--- src/rtl/tx_crc16_serializer_if.sv ---
// Packet source / serial sink bundle for tx_crc16_serializer.
interface tx_crc16_serializer_if;
    logic        tx_start;
    logic        tx_zlp;
    logic        tx_abort;
    logic        bit_en;
    logic [7:0]  tx_data;
    logic        tx_data_valid;
    logic        tx_last;
    logic        tx_data_ready;
    logic        tx_bit;
    logic        tx_bit_valid;
    logic        tx_busy;
    logic        tx_done;
    logic        tx_underrun;
    logic [15:0] crc_out;

    modport master (
        output tx_start, tx_zlp, tx_abort, bit_en, tx_data, tx_data_valid, tx_last,
        input  tx_data_ready, tx_bit, tx_bit_valid, tx_busy, tx_done, tx_underrun, crc_out
    );

    modport slave (
        input  tx_start, tx_zlp, tx_abort, bit_en, tx_data, tx_data_valid, tx_last,
        output tx_data_ready, tx_bit, tx_bit_valid, tx_busy, tx_done, tx_underrun, crc_out
    );
endinterface

--- src/rtl/tx_crc16_serializer.sv ---
// Byte-to-serial packet transmitter: payload LSB-first, then CRC-16 (0x8005) MSB-first.
module tx_crc16_serializer (
    input  logic                  clk,
    input  logic                  n_rst,
    tx_crc16_serializer_if.slave  bus
);
    localparam int unsigned CRC_W  = 16;
    localparam int unsigned BYTE_W = 8;
    localparam int unsigned CNT_W  = 5;
    localparam logic [CRC_W-1:0] POLY = 16'h8005;

    typedef enum logic [2:0] {IDLE, LOAD, DATA, CRC, DONE} state_t;

    state_t              state_q, state_d;
    logic [CRC_W-1:0]    crc_q, crc_d;
    logic [BYTE_W-1:0]   shift_q, shift_d;
    logic                last_q, last_d;
    logic [CNT_W-1:0]    cnt_q, cnt_d;
    logic                bit_q, bit_d;
    logic                bit_valid_q, bit_valid_d;
    logic                ready_q, ready_d;
    logic                busy_q, busy_d;
    logic                done_q, done_d;
    logic                underrun_q, underrun_d;
    logic                crc_inv;

    // State and datapath registers; outputs are registered from the next-state view
    always_ff @(posedge clk or negedge n_rst) begin
        if (!n_rst) begin
            state_q     <= IDLE;
            crc_q       <= '0;
            shift_q     <= '0;
            last_q      <= 1'b0;
            cnt_q       <= '0;
            bit_q       <= 1'b0;
            bit_valid_q <= 1'b0;
            ready_q     <= 1'b0;
            busy_q      <= 1'b0;
            done_q      <= 1'b0;
            underrun_q  <= 1'b0;
        end else begin
            state_q     <= state_d;
            crc_q       <= crc_d;
            shift_q     <= shift_d;
            last_q      <= last_d;
            cnt_q       <= cnt_d;
            bit_q       <= bit_d;
            bit_valid_q <= bit_valid_d;
            ready_q     <= ready_d;
            busy_q      <= busy_d;
            done_q      <= done_d;
            underrun_q  <= underrun_d;
        end
    end

    assign crc_inv = shift_q[0] ^ crc_q[CRC_W-1];

    // Next-state, datapath and registered-output decode; abort freezes CRC and returns to IDLE
    always_comb begin
        state_d    = state_q;
        crc_d      = crc_q;
        shift_d    = shift_q;
        last_d     = last_q;
        cnt_d      = cnt_q;
        underrun_d = 1'b0;

        if (bus.tx_abort) begin
            state_d = IDLE;
        end else begin
            case (state_q)
                IDLE: begin
                    if (bus.tx_start) begin
                        crc_d   = '0;
                        cnt_d   = '0;
                        state_d = bus.tx_zlp ? CRC : LOAD;
                    end
                end
                LOAD: begin
                    if (bus.tx_data_valid) begin
                        shift_d = bus.tx_data;
                        last_d  = bus.tx_last;
                        cnt_d   = '0;
                        state_d = DATA;
                    end else if (bus.bit_en) begin
                        underrun_d = 1'b1;
                        state_d    = IDLE;
                    end
                end
                DATA: begin
                    if (bus.bit_en) begin
                        shift_d = {1'b0, shift_q[BYTE_W-1:1]};
                        crc_d   = {crc_q[CRC_W-2:0], 1'b0} ^ (crc_inv ? POLY : '0);
                        if (cnt_q == CNT_W'(BYTE_W - 1)) begin
                            cnt_d   = '0;
                            state_d = last_q ? CRC : LOAD;
                        end else begin
                            cnt_d = cnt_q + CNT_W'(1);
                        end
                    end
                end
                CRC: begin
                    if (bus.bit_en) begin
                        crc_d = {crc_q[CRC_W-2:0], 1'b0};
                        if (cnt_q == CNT_W'(CRC_W - 1)) begin
                            cnt_d   = '0;
                            state_d = DONE;
                        end else begin
                            cnt_d = cnt_q + CNT_W'(1);
                        end
                    end
                end
                DONE:    state_d = IDLE;
                default: state_d = IDLE;
            endcase
        end

        bit_valid_d = (state_d == DATA) || (state_d == CRC);
        bit_d       = (state_d == DATA) ? shift_d[0] :
                      (state_d == CRC)  ? crc_d[CRC_W-1] : 1'b0;
        ready_d     = (state_d == LOAD);
        busy_d      = (state_d != IDLE);
        done_d      = (state_d == DONE);
    end

    assign bus.tx_bit        = bit_q;
    assign bus.tx_bit_valid  = bit_valid_q;
    assign bus.tx_data_ready = ready_q;
    assign bus.tx_busy       = busy_q;
    assign bus.tx_done       = done_q;
    assign bus.tx_underrun   = underrun_q;
    assign bus.crc_out       = crc_q;
endmodule

--- src/flat_wrapper.sv ---
// flat-port wrapper written by rule: the top's interface ports become plain ports
module tx_crc16_serializer_flat 
  (clk, n_rst, bus_tx_start, bus_tx_zlp, bus_tx_abort, bus_bit_en, bus_tx_data, bus_tx_data_valid, bus_tx_last, bus_tx_data_ready, bus_tx_bit, bus_tx_bit_valid, bus_tx_busy, bus_tx_done, bus_tx_underrun, bus_crc_out);
  tx_crc16_serializer_if bus_i ();
  input  logic clk;
  input  logic n_rst;
  input wire logic [$bits(bus_i.tx_start)-1:0] bus_tx_start;
  input wire logic [$bits(bus_i.tx_zlp)-1:0] bus_tx_zlp;
  input wire logic [$bits(bus_i.tx_abort)-1:0] bus_tx_abort;
  input wire logic [$bits(bus_i.bit_en)-1:0] bus_bit_en;
  input wire logic [$bits(bus_i.tx_data)-1:0] bus_tx_data;
  input wire logic [$bits(bus_i.tx_data_valid)-1:0] bus_tx_data_valid;
  input wire logic [$bits(bus_i.tx_last)-1:0] bus_tx_last;
  output wire logic [$bits(bus_i.tx_data_ready)-1:0] bus_tx_data_ready;
  output wire logic [$bits(bus_i.tx_bit)-1:0] bus_tx_bit;
  output wire logic [$bits(bus_i.tx_bit_valid)-1:0] bus_tx_bit_valid;
  output wire logic [$bits(bus_i.tx_busy)-1:0] bus_tx_busy;
  output wire logic [$bits(bus_i.tx_done)-1:0] bus_tx_done;
  output wire logic [$bits(bus_i.tx_underrun)-1:0] bus_tx_underrun;
  output wire logic [$bits(bus_i.crc_out)-1:0] bus_crc_out;
  assign bus_i.tx_start = bus_tx_start;
  assign bus_i.tx_zlp = bus_tx_zlp;
  assign bus_i.tx_abort = bus_tx_abort;
  assign bus_i.bit_en = bus_bit_en;
  assign bus_i.tx_data = bus_tx_data;
  assign bus_i.tx_data_valid = bus_tx_data_valid;
  assign bus_i.tx_last = bus_tx_last;
  assign bus_tx_data_ready = bus_i.tx_data_ready;
  assign bus_tx_bit = bus_i.tx_bit;
  assign bus_tx_bit_valid = bus_i.tx_bit_valid;
  assign bus_tx_busy = bus_i.tx_busy;
  assign bus_tx_done = bus_i.tx_done;
  assign bus_tx_underrun = bus_i.tx_underrun;
  assign bus_crc_out = bus_i.crc_out;
  tx_crc16_serializer u_core (.clk(clk), .n_rst(n_rst), .bus(bus_i));
endmodule
--- config.mk ---
export PLATFORM = sky130hd
export DESIGN_NAME = tx_crc16_serializer_flat
export DESIGN_NICKNAME = d
export VERILOG_FILES = /design/src/rtl/tx_crc16_serializer_if.sv /design/src/rtl/tx_crc16_serializer.sv /design/src/flat_wrapper.sv
export SDC_FILE = /design/constraint.sdc
export NUM_CORES = 1
export LEC_CHECK = 0
export ABC_AREA = 1
export CAP_MARGIN = 20
export CORE_AREA = 2 2 63 65
export CTS_CLUSTER_SIZE = 14
export DETAILED_ROUTE_END_ITERATION = 7
export DIE_AREA = 0 0 65 67
export PLACE_DENSITY = 0.81
export SLEW_MARGIN = 20
export SYNTH_ARGS = -nofsm -noshare
export SYNTH_HDL_FRONTEND = slang
export SYNTH_SLANG_ARGS = --single-unit
--- constraint.sdc ---
create_clock -name clk -period 4.2 [get_ports clk]
set_clock_uncertainty 0.1 [all_clocks]
set_input_delay 0.63 -clock clk [delete_from_list [all_inputs] [get_ports clk]]
set_output_delay 0.63 -clock clk [all_outputs]
set_load 0.005 [all_outputs]
==> impl.org, run 1 <==
** Critical path
- Data required time at the worst endpoint :: roughly 4.3 ns
- Crit path max-delay cell type :: sky130_fd_sc_hd__clkdlybuf4s50_1
- Cell class contributing the biggest share of worst-path delay :: buffers and inverters
- Together, buffers and inverters on the worst path number 2.
- In this design, the stage delay of the slowest critical-path cell is around 0.63 ns.
- The critical path goes through clkdlybuf4s50_1 > inv_1 > o211ai_2 > a21oi_4 > nand2_1 > o21ai_0.
- The worst setup path is launched from a primary input.
- Worst endpoint data arrival time :: ~2.3 ns
- The worst setup path is of the in -> reg kind.
- Setup crit end kind :: flip-flop
- In this run the worst path has a maximum fanout of 17.

** CTS
- The root buffer cell chosen for the clock tree is sky130_fd_sc_hd__clkbuf_8.
- The number of hold buffers added after CTS was 0.
- Once the clock tree was built, the setup fixing pass inserted 0 buffers.
- TritonCTS clock tree :: done
- The clock reaches the later pin of the worst-skew pair after about 0.29 ns.
- After clock tree synthesis, the clock-pin slew on the worst setup and hold paths is roughly 0.070 ns.
- Counting the buffers created by CTS gives 5.
- The clock tree synthesis step divided the H-tree into 2 levels.
- Number of gates resized after cts :: 0
- Maximum buffer depth of the clock tree :: 2
- TritonCTS Sinks :: 39

** Floorplan
- X dimension of the die :: roughly 65 microns
- Floorplan row count :: 22
- Top-level I/O count :: 38
- The floorplan step defined a core boundary enclosing between 0.003 and 0.004 sq mm.
- Die H :: 67 microns
- Initial core utilization :: between 50% and 60%
- Area of the die :: roughly 0.0044 sq mm

** Global routing
- Maximum number of pins on one net before global-route repair :: 40
- Gr busiest metal :: met2
- Global routing consumed, on the met1 layer, 28.03% of the routing resources.
- The number of antenna violations at the first check in global routing came to 0.
- The number of global-route vias before repair came to approximately 1500.
- The first global-routing pass estimated around 7200 microns of wire.
- M3 GR Usage :: 5.236%
- In the global route stage, met2 resource usage came out at about 36%.
- Final global-route overflow total :: 0
- Global routing consumed, over all layers together, about 22% of the routing resources.

** Route
- Remaining antenna violation count after routing :: 0
- Dividing the detail-routed wire length by the instance count gives roughly 13 microns.
- Count of TritonRoute iterations in the first routing pass :: 4
- For this block, the initial DRC count from the detailed router was 126.
- Across all layers, the routed design uses around 1700 vias.
- For this run, design rule violations remaining after detail routing come to 0.
- Sum of routed wire length over all layers :: ~4200 microns
- Number of vias per cell :: about 5.2

** Yosys
- Part of the Yosys area used for sequential elements :: between 50% and 60%
- Post-synthesis net count :: roughly 250
- Synthesis produced a netlist whose cell count is roughly 230.
- Netlist cell types :: 23
- Number of warnings reported in the yosys synthesis log :: 0
- Ranked by total cell area, the synthesized netlist is headed by sky130_fd_sc_hd__dfrtp_1, sky130_fd_sc_hd__nand2_1, sky130_fd_sc_hd__inv_1.
- Synthesis inferred 39 register bits.
- Synthesized area :: about 0.0019 sq mm
- Fraction of synthesized cell area taken by the top area cell type :: between 50% and 60%
- Biggest area consumer among synthesized cells :: sky130_fd_sc_hd__dfrtp_1
- Syn avg cell area :: just over 8 sq um

** Timing
- The number of max-slew violations in the final report came to 0.
- The hold violation total from the final report is 0.
- Setup repair after global routing left no endpoint under its margin.
- The worst pin sits at a relative slew slack of 43.88%.
- Accumulated negative setup slack :: 0 ns
- Static timing analysis puts the maximum clock frequency at 0.4567 GHz.
- Worst hold margin :: approximately 0.34 ns
- The worst path in the final design needs a cycle of 2.190 ns, including I/O delays and setup.
- Ratio of final minimum period to clock period :: between 50% and 60%
- Setup slack on the critical path of the routed design comes to 2.010 ns.
- For the pin with the worst max-slew slack, the measured transition is 0.8418 ns.
- Setup violators final :: 0

** Power
- In this run the power spent charging and discharging nets is about 250 uW.
- Registers are responsible for around half of the overall power.
- Power per unit of standard cell area :: about 380 mW/mm^2
- In this run switching power makes up a little over a quarter of total power.
- Per report_power, the clock group accounts for between 30% and 40% of the total.
- Logic gate share of total power :: about 17%
- Maximum VDD drop :: between 0.0002 and 0.00025 V
- The analysis attributes to cell leakage a power of around 1.1 nW.
- Summing internal, switching and leakage power gives 923.2 uW.
- Internal Dissipation :: slightly below 700 uW

** Finish
- Final Instance Area :: between 0.002 and 0.0025 sq mm
- Post-synthesis to final-layout area growth :: 26.42%
- Antenna Diode Count :: 0
- Excluding fillers, the count of instances in the completed layout stands at 320.
- After the last flow step, the layout net total stands at between 200 and 300.
- Cells fill ~67% of the core in the end.
- The post-route netlist has roughly 8.1% of its cells at a drive strength greater than 1.

** Placed design
- The congestion estimate from routability-driven global placement came to about 0.87.
- Detailed placement finished with a half-perimeter wire length of 3100 microns.
- At the placement stage, the worst setup path has a slack of between 1.5 and 2 ns.
- In this run the tool buffered the top-level ports with 37 buffer cells.
- Once placement finished, the instance area stood at 0.002313 sq mm.
- Cell count after placement :: about 310

** Worst hold path
- The min-delay analysis places its worst path in the category in -> async.

** Run
- Max-cap violation count :: 0

** Run status
- The run finished with clean final reports.
[power groups by stage]
stage | logic (mW) | clock network (mW) | registers (mW)
global placement | 0.154 | 0 | 0.448
global route | 0.182 | 0.347 | 0.448
detailed placement | 0.158 | 0 | 0.450
CTS | 0.158 | 0.328 | 0.443
finish | 0.159 | 0.321 | 0.444
floorplan | 0.109 | 0 | 0.442
[kinds of logic after synthesis]
group / share of synthesized area [%]
simple gates: 22.77
fa+ha+maj: 1.952
mux: 0.5855
buf+inv: 9.239
xor+xnor: 0.4555
compound gates: 14.25
flops: 50.75
[per-layer routing]
metal	vias up	share of wire (%)
met4	0	2.2
met1	760	43
met2	64	49
li1	825	-
met3	10	6.0
met5	-	0
[state kept, by name, summed over array words and instances, names as in the netlist]
signal / cells
u_core.bus.crc_out: 16
u_core.shift_q: 8
u_core.cnt_q: 5
u_core.state_q: 3
u_core.bus.tx_bit: 1
u_core.bus.tx_bit_valid: 1
u_core.bus.tx_busy: 1
u_core.bus.tx_data_ready: 1
u_core.bus.tx_done: 1
u_core.bus.tx_underrun: 1
u_core.last_q: 1
[layout make-up]
class / instances / area, sq um
sequential: 39 / 975.9
clock buffer: 6 / 82.58
multi-input combinational: 150 / 769.5
clock inverter: 2 / 35.03
timing repair buffer: 37 / 365.4
inverter: 38 / 142.6
tap: 48 / 60.06
fill: 302 / 1175
[worst register-to-register path, cell delays in order, from the launching register on]
cell and delay (ns):
sky130_fd_sc_hd__dfrtp_1 0.41, sky130_fd_sc_hd__ha_1 0.20, sky130_fd_sc_hd__nand2_1 0.10, sky130_fd_sc_hd__nor2_1 0.14, sky130_fd_sc_hd__ha_1 0.22, sky130_fd_sc_hd__nand2_1 0.11
sky130_fd_sc_hd__nand2_1 0.14, sky130_fd_sc_hd__nand2_1 0.06, sky130_fd_sc_hd__nor2_1 0.20, sky130_fd_sc_hd__a21oi_2 0.11, sky130_fd_sc_hd__nor2_1 0.15, sky130_fd_sc_hd__nand2_1 0.06
[cells in the mapped netlist (all sizes together)]
master	instances
xor2	1
nor2	26
buf	6
ha	3
nand3b	1
o21ai	13
inv	38
a21oi	18
nand4	5
o22ai	14
dfrtp	39
nand2	50
mux2	1
nor3	6
o211ai	1
nand3	11
[path summary, 6_finish.rpt]
kind,from,end,slack [ns],cells past startpoint
max,bus_tx_abort,u_core.bus.crc_out[2],2.01,6
min,n_rst,u_core.bus.tx_underrun,0.34,1
max reg2reg,u_core.cnt_q[0],u_core.bus.tx_busy,2.11,11
min reg2reg,u_core.shift_q[7],u_core.shift_q[7],0.41,2
max in group asynchronous,n_rst,u_core.shift_q[6],3.13,1
min in group clk,u_core.shift_q[7],u_core.shift_q[7],0.41,2
[cell usage in the layout, fill, tap and decap left out]
master	netlist	routed
sky130_fd_sc_hd__nor2_4	2	2
sky130_fd_sc_hd__nand3b_2	1	1
sky130_fd_sc_hd__a21oi_2	2	2
sky130_fd_sc_hd__nand3_2	1	1
sky130_fd_sc_hd__dfrtp_1	39	39
sky130_fd_sc_hd__clkinv_2	0	1
sky130_fd_sc_hd__a21oi_4	1	1
sky130_fd_sc_hd__inv_2	2	2
sky130_fd_sc_hd__nor2_1	22	22
sky130_fd_sc_hd__nand3_1	10	10
sky130_fd_sc_hd__nor2_2	2	2
sky130_fd_sc_hd__inv_1	36	36
sky130_fd_sc_hd__buf_2	4	1
sky130_fd_sc_hd__nand2_1	50	50
sky130_fd_sc_hd__ha_1	3	3
sky130_fd_sc_hd__mux2_2	1	1
sky130_fd_sc_hd__a21oi_1	15	15
sky130_fd_sc_hd__o211ai_2	1	1
sky130_fd_sc_hd__clkbuf_8	0	6
sky130_fd_sc_hd__nor3_1	6	6
sky130_fd_sc_hd__nand4_1	5	5
sky130_fd_sc_hd__xor2_1	1	1
sky130_fd_sc_hd__clkdlybuf4s50_1	0	36
sky130_fd_sc_hd__bufinv_16	0	1
sky130_fd_sc_hd__o22ai_1	14	14
sky130_fd_sc_hd__o21ai_0	13	13
No activity file was read; power rests on OpenSTA's default activity.
==> run 2, diff against run 1 <==
--- a/config.mk
+++ b/config.mk
@@ -7,11 +7,11 @@
 export LEC_CHECK = 0
 export ABC_AREA = 1
 export CAP_MARGIN = 20
-export CORE_AREA = 2 2 63 65
+export CORE_AREA = 2 2 68 70
 export CTS_CLUSTER_SIZE = 14
 export DETAILED_ROUTE_END_ITERATION = 7
-export DIE_AREA = 0 0 65 67
-export PLACE_DENSITY = 0.81
+export DIE_AREA = 0 0 70 72
+export PLACE_DENSITY = 0.74
 export SLEW_MARGIN = 20
 export SYNTH_ARGS = -nofsm -noshare
 export SYNTH_HDL_FRONTEND = slang
==> constraint.sdc (replaced) <==
create_clock -name clk -period 1.9 [get_ports clk]
set_clock_uncertainty 0.1 [all_clocks]
set_input_delay 0.285 -clock clk [delete_from_list [all_inputs] [get_ports clk]]
set_output_delay 0.285 -clock clk [all_outputs]
set_load 0.005 [all_outputs]
==> impl.org, run 2 (same netlist as run 1, synthesis figures left out) <==
** Run status
- Run status :: finished, final reports clean

** CTS
- Clock-pin slew was measured on the worst setup and hold paths at 0.07 ns.
- CTS built an H-tree with a depth of 2.
- The cell sitting at the root of the clock tree is a sky130_fd_sc_hd__clkbuf_8.
- The longest clock path from root to sink contains 2 buffers.
- TritonCTS clock tree :: done
- The clock net in this run drives a total of 39 sinks.
- Buffers inserted during clock tree synthesis total 5.
- Insertion delay of the later-clocked pin in the worst-skew pair :: 0.30 ns

** Global routing
- The layer flagged by global routing as most heavily used is met2.
- Entering global routing, the biggest net connects 40 pins.
- Met2 GRT Util :: ~30%
- M3 GR Usage :: 3.333%
- Global routing used between 20% and 30% of the available met1 tracks.
- Wire length of the first global-routing pass :: 7024 microns
- Global routing used roughly 18% of the available tracks across all layers.
- Via count of the first global-routing pass :: around 1600
- Final global-route overflow total :: 0
- The number of antenna violations at the first check in global routing came to 0.

** Finish
- Number of nets in the final layout :: 300
- Summing all multi-input logic gate instances after layout gives approximately 810 sq um.
- The filler cells instantiated in the layout total ~380.
- With fillers left out, the area of the finished cells amounts to 0.002535 sq mm.
- The number of antenna diodes in the final layout is 0.
- For this run, the number of standard cells in the final layout without fillers is between 300 and 400.
- In the final layout, the share of cells above drive strength 1 is between 10 and 15%.
- The area growth from synthesis to layout is 31.82%.
- Area of all sequential standard cells :: just under 0.001 sq mm
- Commonest non-fill, non-tap cells in the layout :: sky130_fd_sc_hd__nand2_1, sky130_fd_sc_hd__dfrtp_1, sky130_fd_sc_hd__inv_1, sky130_fd_sc_hd__clkdlybuf4s50_1, sky130_fd_sc_hd__nor2_1
- Most common library cell in the layout ignoring fill and taps :: sky130_fd_sc_hd__nand2_1
- The register with the most flip-flops in the layout has 16 of them.

** Timing
- Count of pins over their slew limit :: 0
- Final hold violation count :: 0
- Of the available clock period, the critical path in the final layout requires between 90% and 100%.
- For the pin with the worst max-slew slack, the measured transition is 0.4842 ns.
- Setup violators final :: 0
- Final critical path time including I/O delays and setup :: between 1.5 and 2 ns
- Worst-case headroom to the max-slew limit :: around 68%
- Derived from the worst setup path, the maximum achievable clock frequency is ~0.55 GHz.

** Route
- Remaining antenna violation count after routing :: 0
- The first TritonRoute pass finished after 4 iterations.
- Sum of routed wire length over all layers :: ~4200 microns
- Total number of vias :: roughly 1700
- In the final routed layout, each cell accounts on average for approximately 13 microns.
- Detailed Route Iter0 Violations :: between 80 and 90
- After detailed routing, the number of vias per cell comes to 5.021.
- For this run, design rule violations remaining after detail routing come to 0.

** Floorplan
- For this configuration, the core starts out at a cell density of between 40% and 50%.
- The die covers roughly 0.0050 sq mm.
- Core area :: between 0.004 and 0.005 sq mm
- Pin placement for this block handled 38 I/O pins.
- The die is roughly 72 microns tall.
- X dimension of the die :: roughly 70 microns
- Floorplan row count :: 24

** Power
- Static leakage :: ~1.2 nW
- Cell internal power was estimated by the tool at roughly 1.4 mW.
- Registers are responsible for about half of the overall power.
- The worst-case IR drop observed on VDD is ~0.00047 V.
- Switching share of power :: 29.29%
- Clk network pwr share :: between 20% and 30%
- In this run the power density over the cells is 755.6 mW/mm^2.
- Net Sw Power :: 560.9 uW
- Logic gate share of total power :: between 20% and 30%

** Critical path
- Number of cells traversed by the worst register-to-register path :: 9
- The startpoint identified for the worst register-to-register timing path is u_core.cnt_q[1].
- Data required time at the worst endpoint :: 2.04 ns
- The worst setup path is launched from a flip-flop.
- Setup crit end kind :: flip-flop
- Path type of the worst setup path :: reg -> reg
- The endpoint identified for the worst register-to-register timing path is u_core.bus.tx_busy.
- Worst endpoint data arrival time :: roughly 2.0 ns
- Reg2Reg Setup Slack :: 0.08 ns
- Worst-path maximum fanout :: 3

** Run
- Max-cap violation count :: 0

** Placed design
- Port bufs :: 37
- Cell count after placement :: 323
- The congestion estimate from routability-driven global placement came to between 0.8 and 0.9.
- Instance area after placement :: about 0.0024 sq mm
- Post-DP HPWL :: roughly 3000 microns

** Worst hold path
- The worst hold path begins at u_core.shift_q[7].
- Along the worst hold path, the cell count comes to 2.
- Class of the most critical hold timing path :: reg -> reg
- End of the worst hold path :: u_core.shift_q[7]
[run 2: cell count changes in the layout (fill, tap and decap cells not counted), moves of 2 or more]
cell | previous run | this run
sky130_fd_sc_hd__buf_4 | 0 | 8
sky130_fd_sc_hd__nand2_2 | 0 | 4
sky130_fd_sc_hd__nand2_1 | 50 | 46
sky130_fd_sc_hd__clkbuf_1 | 0 | 2
sky130_fd_sc_hd__ha_1 | 3 | 1
sky130_fd_sc_hd__nor2_4 | 2 | 4
sky130_fd_sc_hd__nor2_1 | 22 | 20
[run 2: how the worst max path moves through the flow]
| stage | cells past startpoint | start | slack (ns) | end |
|---|---|---|---|---|
| floorplan | 11 | u_core.cnt_q[0] | 0.15 | u_core.bus.tx_bit |
| global placement | 10 | u_core.cnt_q[0] | -0.01 | u_core.bus.tx_data_ready |
| detailed placement | 11 | u_core.cnt_q[0] | -0.07 | u_core.bus.tx_busy |
| CTS | 10 | u_core.cnt_q[1] | 0.04 | u_core.bus.tx_data_ready |
| global route | 10 | u_core.cnt_q[1] | -0.03 | u_core.bus.tx_data_ready |
| finish | 9 | u_core.cnt_q[1] | 0.08 | u_core.bus.tx_busy |
[run 2: area by class of cell]
cell class,instances,area share (%)
clock inverter,1,0.1974
sequential,39,38.50
timing repair buffer,47,17.97
inverter,38,5.627
tap,52,2.567
clock buffer,7,3.011
multi-input combinational,150,32.13
[run 2: routing by layer]
layer  share of wire [%]  wire length (microns)
met4                 1.6                     69
met3                 4.7                    198
met5                   0                      0
met2                  49                   2067
met1                  45                   1882
[run 2: what timing repair did]
item,4_1_cts,5_1_grt
endpoints found under the setup margin,3,3
hold buffers,1,0
hold endpoints to repair,39,0
pin swaps,0,5
buffers inserted,1,1
gates resized for setup,2,10
[run 2: power by group through the flow]
| stage | combinational [mW] | clock (mW) | sequential, mW |
|---|---|---|---|
| 2_1_floorplan | 0.241 | 0 | 0.977 |
| 5_1_grt | 0.452 | 0.596 | 0.986 |
| 3_3_place_gp | 0.358 | 0 | 0.992 |
| 6_report | 0.396 | 0.545 | 0.974 |
| 3_5_place_dp | 0.366 | 0 | 0.994 |
| 4_1_cts | 0.390 | 0.557 | 0.973 |
[run 2: critical path, stage by stage, from the launching register on]
cell and delay [ns]:
sky130_fd_sc_hd__dfrtp_1 0.37, sky130_fd_sc_hd__ha_2 0.20, sky130_fd_sc_hd__nand2_2 0.09, sky130_fd_sc_hd__nor2_4 0.15, sky130_fd_sc_hd__ha_4 0.15, sky130_fd_sc_hd__nand2_1 0.07
sky130_fd_sc_hd__buf_4 0.16, sky130_fd_sc_hd__nor3_1 0.30, sky130_fd_sc_hd__inv_1 0.10, sky130_fd_sc_hd__nand2_1 0.08
[run 2: metrics by stage]
stage	util [%]	worst slack, ns	hold slack, ns	setup TNS (ns)	power [mW]
after floorplan	-	0.1536	-0.1106	0	1.219
after global placement	55.90	-0.01036	0.2615	-0.01036	1.349
after detailed placement	55.90	-0.07270	0.2672	-0.2036	1.359
after CTS	58.33	0.03943	0.3935	0	1.919
after global routing	59.45	-0.02562	0.4266	-0.07016	2.034
final	59.45	0.08231	0.3899	0	1.915
